**src/rtl/logical_unit_pipe.sv**
```systemverilog
// Two-stage elastic bitwise logic unit (AND/OR/XOR/NOR/ANDN) with zero/illegal flags
// and a saturating illegal-opcode counter. Define LOGICAL_PARITY_EN to add ParityFlag.
module logical_unit_pipe #(
  parameter int unsigned WIDTH = 32,
  parameter int unsigned CNT_W = 8
) (
  input  logic             clk,
  input  logic             rst,
  input  logic             in_valid,
  output logic             in_ready,
  input  logic [WIDTH-1:0] A,
  input  logic [WIDTH-1:0] B,
  input  logic [3:0]       operation,
  output logic             out_valid,
  input  logic             out_ready,
  output logic [WIDTH-1:0] Result,
  output logic             ZeroFlag,
  output logic             IllegalOp,
`ifdef LOGICAL_PARITY_EN
  output logic             ParityFlag,
`endif
  output logic [CNT_W-1:0] illegal_cnt
);

  typedef enum logic [3:0] {
    OP_AND  = 4'b1011,
    OP_OR   = 4'b1100,
    OP_XOR  = 4'b1101,
    OP_NOR  = 4'b1110,
    OP_ANDN = 4'b1111
  } op_e;

  logic             s1_valid;
  logic [WIDTH-1:0] s1_a;
  logic [WIDTH-1:0] s1_b;
  logic [3:0]       s1_op;

  logic             s2_advance;
  logic             s1_advance;
  logic [WIDTH-1:0] calc_res;
  logic             calc_illegal;

  assign s2_advance = !out_valid || out_ready;
  assign s1_advance = s1_valid && s2_advance;
  assign in_ready   = !s1_valid || s2_advance;

  always_comb begin
    calc_res     = '0;
    calc_illegal = 1'b0;
    case (s1_op)
      OP_AND:  calc_res = s1_a & s1_b;
      OP_OR:   calc_res = s1_a | s1_b;
      OP_XOR:  calc_res = s1_a ^ s1_b;
      OP_NOR:  calc_res = ~(s1_a | s1_b);
      OP_ANDN: calc_res = s1_a & ~s1_b;
      default: calc_illegal = 1'b1;
    endcase
  end

  // S1 reloads whenever it can accept; an empty slot simply clears s1_valid.
  always_ff @(posedge clk or posedge rst) begin
    if (rst) begin
      s1_valid <= 1'b0;
      s1_a     <= '0;
      s1_b     <= '0;
      s1_op    <= '0;
    end else if (in_ready) begin
      s1_valid <= in_valid;
      if (in_valid) begin
        s1_a  <= A;
        s1_b  <= B;
        s1_op <= operation;
      end
    end
  end

  // Data/flag registers only load on a real transfer so bubbles keep the last value.
  always_ff @(posedge clk or posedge rst) begin
    if (rst) begin
      out_valid  <= 1'b0;
      Result     <= '0;
      ZeroFlag   <= 1'b1;
      IllegalOp  <= 1'b0;
`ifdef LOGICAL_PARITY_EN
      ParityFlag <= 1'b0;
`endif
    end else if (s2_advance) begin
      out_valid <= s1_valid;
      if (s1_valid) begin
        Result     <= calc_res;
        ZeroFlag   <= (calc_res == '0);
        IllegalOp  <= calc_illegal;
`ifdef LOGICAL_PARITY_EN
        ParityFlag <= ^calc_res;
`endif
      end
    end
  end

  always_ff @(posedge clk or posedge rst) begin
    if (rst) begin
      illegal_cnt <= '0;
    end else if (s1_advance && calc_illegal && (illegal_cnt != '1)) begin
      illegal_cnt <= illegal_cnt + CNT_W'(1);
    end
  end

endmodule

```
**config.mk**
```make
export PLATFORM = sky130hd
export DESIGN_NAME = logical_unit_pipe
export DESIGN_NICKNAME = d
export VERILOG_FILES = /design/src/rtl/logical_unit_pipe.sv
export SDC_FILE = /design/constraint.sdc
export NUM_CORES = 1
export LEC_CHECK = 0
export BUFFER_PORTS_ARGS = -buffer_cell sky130_fd_sc_hd__clkbuf_2
export CORE_ASPECT_RATIO = 0.9
export CORE_UTILIZATION = 61
export DETAILED_ROUTE_END_ITERATION = 8
export MAX_ROUTING_LAYER = met4
export PLACE_DENSITY = 0.86
export REMOVE_ABC_BUFFERS = 1
export SETUP_SLACK_MARGIN = 0.5
export SLEW_MARGIN = 25
export SYNTH_ARGS = -nofsm -noshare
export SYNTH_HDL_FRONTEND = slang
export SYNTH_SLANG_ARGS = --single-unit
```
**constraint.sdc**
```tcl
create_clock -name clk -period 9.65 [get_ports clk]
set_input_delay 0.4825 -clock clk [delete_from_list [all_inputs] [get_ports clk]]
set_output_delay 0.4825 -clock clk [all_outputs]
set_load 0.05 [all_outputs]
```
==> run_results.csv <==
group,metric,value,unit
run_status,status,"complete, but fails checks",
run_status,violations,"design-rule violations",
timing,setup-violations-final,0,
timing,setup_tns,0,ns
clocking,cts_resized,0,
timing,worst_slew_pin_slew,0.8826,ns
clocking,root_buffer,"clkbuf_16",
worst_setup_path,reg2reg_depth,7,
clocking,cts.clk_slew.worst_paths,0.07,ns
power_and_ir_drop,power.density,218.9,nW/um^2
worst_setup_path,critPathMaxFanout,39,
worst_setup_path,critPathLaunch,"s1_op[1]",
worst_setup_path,path_class,"reg -> reg",
timing,slew_headroom,41.16,%
global_route,grt_pass1_wl,25340,um
timing,clock_skew,0.01045,ns
worst_setup_path,critPathCaptureType,"flip-flop",
final_layout,area_delta_synth_final,12.53,%
clocking,ctsHoldBuffers,0,
global_route,track_usage,29.67,%
timing,min_period_over_period,27.76,%
clocking,cts_setup_buffers,0,
yosys,yosysWarningCount,0,
timing,hold_viol_final,0,
worst_setup_path,worstPathArrival,2.96,ns
clocking,cts_buffers,9,
drt,first_pass_iters,8,
yosys,synth_cells,653,
power_and_ir_drop,leakage,3.629,nW
clocking,clk_path_buf_depth,2,
yosys,synth_compound_area_share,13.80,%
place,gp_congestion,0.8923,
drt,ant_nets,0,
timing,setup_ws,6.972,ns
yosys,synth_area,6593,um^2
final_layout,n_fill_cell,738,
yosys,synthSimpleGateAreaFrac,8.977,%
clocking,clk_latency,0.35,ns
global_route,antenna_found_initial,0,
worst_setup_path,r2r_slack,6.97,ns
yosys,synth_cell_types,49,
final_layout,layout-drive-gt1-share,29.32,%
yosys,postSynthAreaPerCell,10.10,um^2
yosys,synth_top_cell_by_area,"dfrtp_1",
final_layout,diodes,0,
floorplan,initial_core_util,63.52,%
yosys,synthArstFlopShare,100.0,%
drt,wire_per_inst,17.70,um
clocking,cts_max_level,3,
floorplan,fp.dieW,111.6,um
flow_run,cap_violations,0,
timing,slew_violations,0,
floorplan,core,10380,um^2
drt,drt-initial-drc-count,494,
worst_setup_path,r2r-start,"s1_op[1]",
hold_path,hold_path_class,"in -> async",
power_and_ir_drop,power,1.624,mW
yosys,synth_flop_cell,"dfrtp_1",
yosys,synth_fa_ha_area_share,6.263,%
yosys,post-synth-top-count-cell,"dfrtp_1",
drt,viasPerCell,6.097,
global_route,grt_remaining_overflow,0,
yosys,synth_edf_count,0,
timing,rsz0062_at_grt,"false",
global_route,grt_max_degree,71,
place,dp_hpwl,10710,um
yosys,synth-seq-cells,112,
timing,fin_crit,2.678,ns
clocking,cts_tree,"done",
worst_setup_path,r2r-end,"ZeroFlag",
global_route,grt_pass1_vias,5278,
power_and_ir_drop,ir_drop,142.8,uV
worst_setup_path,required,9.93,ns
worst_setup_path,startpoint_type,"flip-flop",
clocking,cts_sinks,112,
place,dp_worst_setup_slack,6.735,ns
yosys,yosys.area.top_type_share,42.13,%
yosys,synth_top_family_by_area,"compound AO/OA/AOI/OAI gates",
drt,route.detailed.drc,22,
floorplan,fp-row-count,35,
drt,num_vias,5341,
floorplan,die_h,100.6,um
final_layout,stdcell_count,876,
final_layout,fin_nets,847,
floorplan,dieArea,11230,um^2
place,dp_cells,860,
yosys,ys_seq_area_share,42.53,%
drt,wirelength,15510,um
place,portBuffers,115,
yosys,muxShareOfSynthArea,12.13,%
timing,max_freq,373.4,MHz
yosys,ys_top_cells_by_count,"111 x dfrtp_1, 71 x mux2_2, 66 x inv_1",
yosys,synth_area_leaders,"dfrtp_1 42%, mux2_2 12%, xor2_1 7.6%",
floorplan,io_pins,116,
yosys,synth-xor-area-share,9.015,%
through the flow:
step	hold slack, ns	utilization, %	instance area (um^2)
after detailed placement	0.4728	68.93	7154
after global placement	0.4682	68.91	7152
final	0.1624	71.48	7418
after CTS	0.1736	71.44	7415
after global routing	0.2038	71.48	7418
after floorplan	0.4791	-	6360
worst max path at each step:
stage,slack [ns],depth (start not counted),to
after floorplan,6.21,1,IllegalOp
after global placement,6.86,6,ZeroFlag
after detailed placement,6.74,6,ZeroFlag
after CTS,6.72,6,ZeroFlag
after global routing,6.83,7,ZeroFlag
final,6.97,7,ZeroFlag
cells by family (layout without fill, tap and decap cells):
logic type               Yosys count  count (layout)
AO/OA/AOI/OAI                    137             137
XOR/XNOR                          67              67
adder cells (fa/ha/maj)           33              33
buffers and inverters            109             203
flip-flops                       112             112
multiplexers                      71              71
AND/OR/NAND/NOR                  124             124
flip-flops by register name, indices dropped and copies added, names as in the netlist:
register     flops
IllegalOp        1
Result          32
ZeroFlag         1
illegal_cnt      8
out_valid        1
s1_a            32
s1_b            32
s1_op            4
s1_valid         1
critical path: stages (launching register included):
cell,delay (ns)
dfrtp_2,0.86
buf_4,0.53
nor3b_1,0.29
a31oi_1,0.08
a22oi_1,0.18
nand4_1,0.13
o31a_1,0.28
o31ai_2,0.23
layer usage:
metal  up-vias  GRT usage [%]  share of wire (%)  routed length [um]
met5         -              -                  0                   0
met4         0          10.81                2.3                 350
met3        33          5.232                7.3                1135
met2       229          47.98                 48                7394
met1      2615          37.87                 43                6626
li1       2464              -                  -                   -
area by class of cell:
cell class                 instances  area (um^2)  area share, %
multi-input combinational        432         3317          44.71
sequential                       112         2809          37.86
timing repair buffer             121        620.6          8.366
inverter                          66        250.2          3.373
clock buffer                      12        236.5          3.188
tap                              129        161.4          2.176
clock inverter                     4        23.77         0.3205
cells in the final DEF (no fill, tap or decap), types with 23 or more instances in the layout:
cell      synthesis  final
nand2_1          60     58
ha_1             33     33
a32oi_1          23     23
xor2_1           57     57
inv_1            66     65
mux2_2           71     71
clkbuf_2          1    115
o21ai_0          50     50
dfrtp_1         111    109
report_power, final:
part	internal (mW)	leakage [nW]	switching, mW
combinational	0.218	2.13	0.398
clock	0.175	0.130	0.167
sequential	0.556	1.36	0.109
Note: power is estimated with default switching activity, not from simulation.
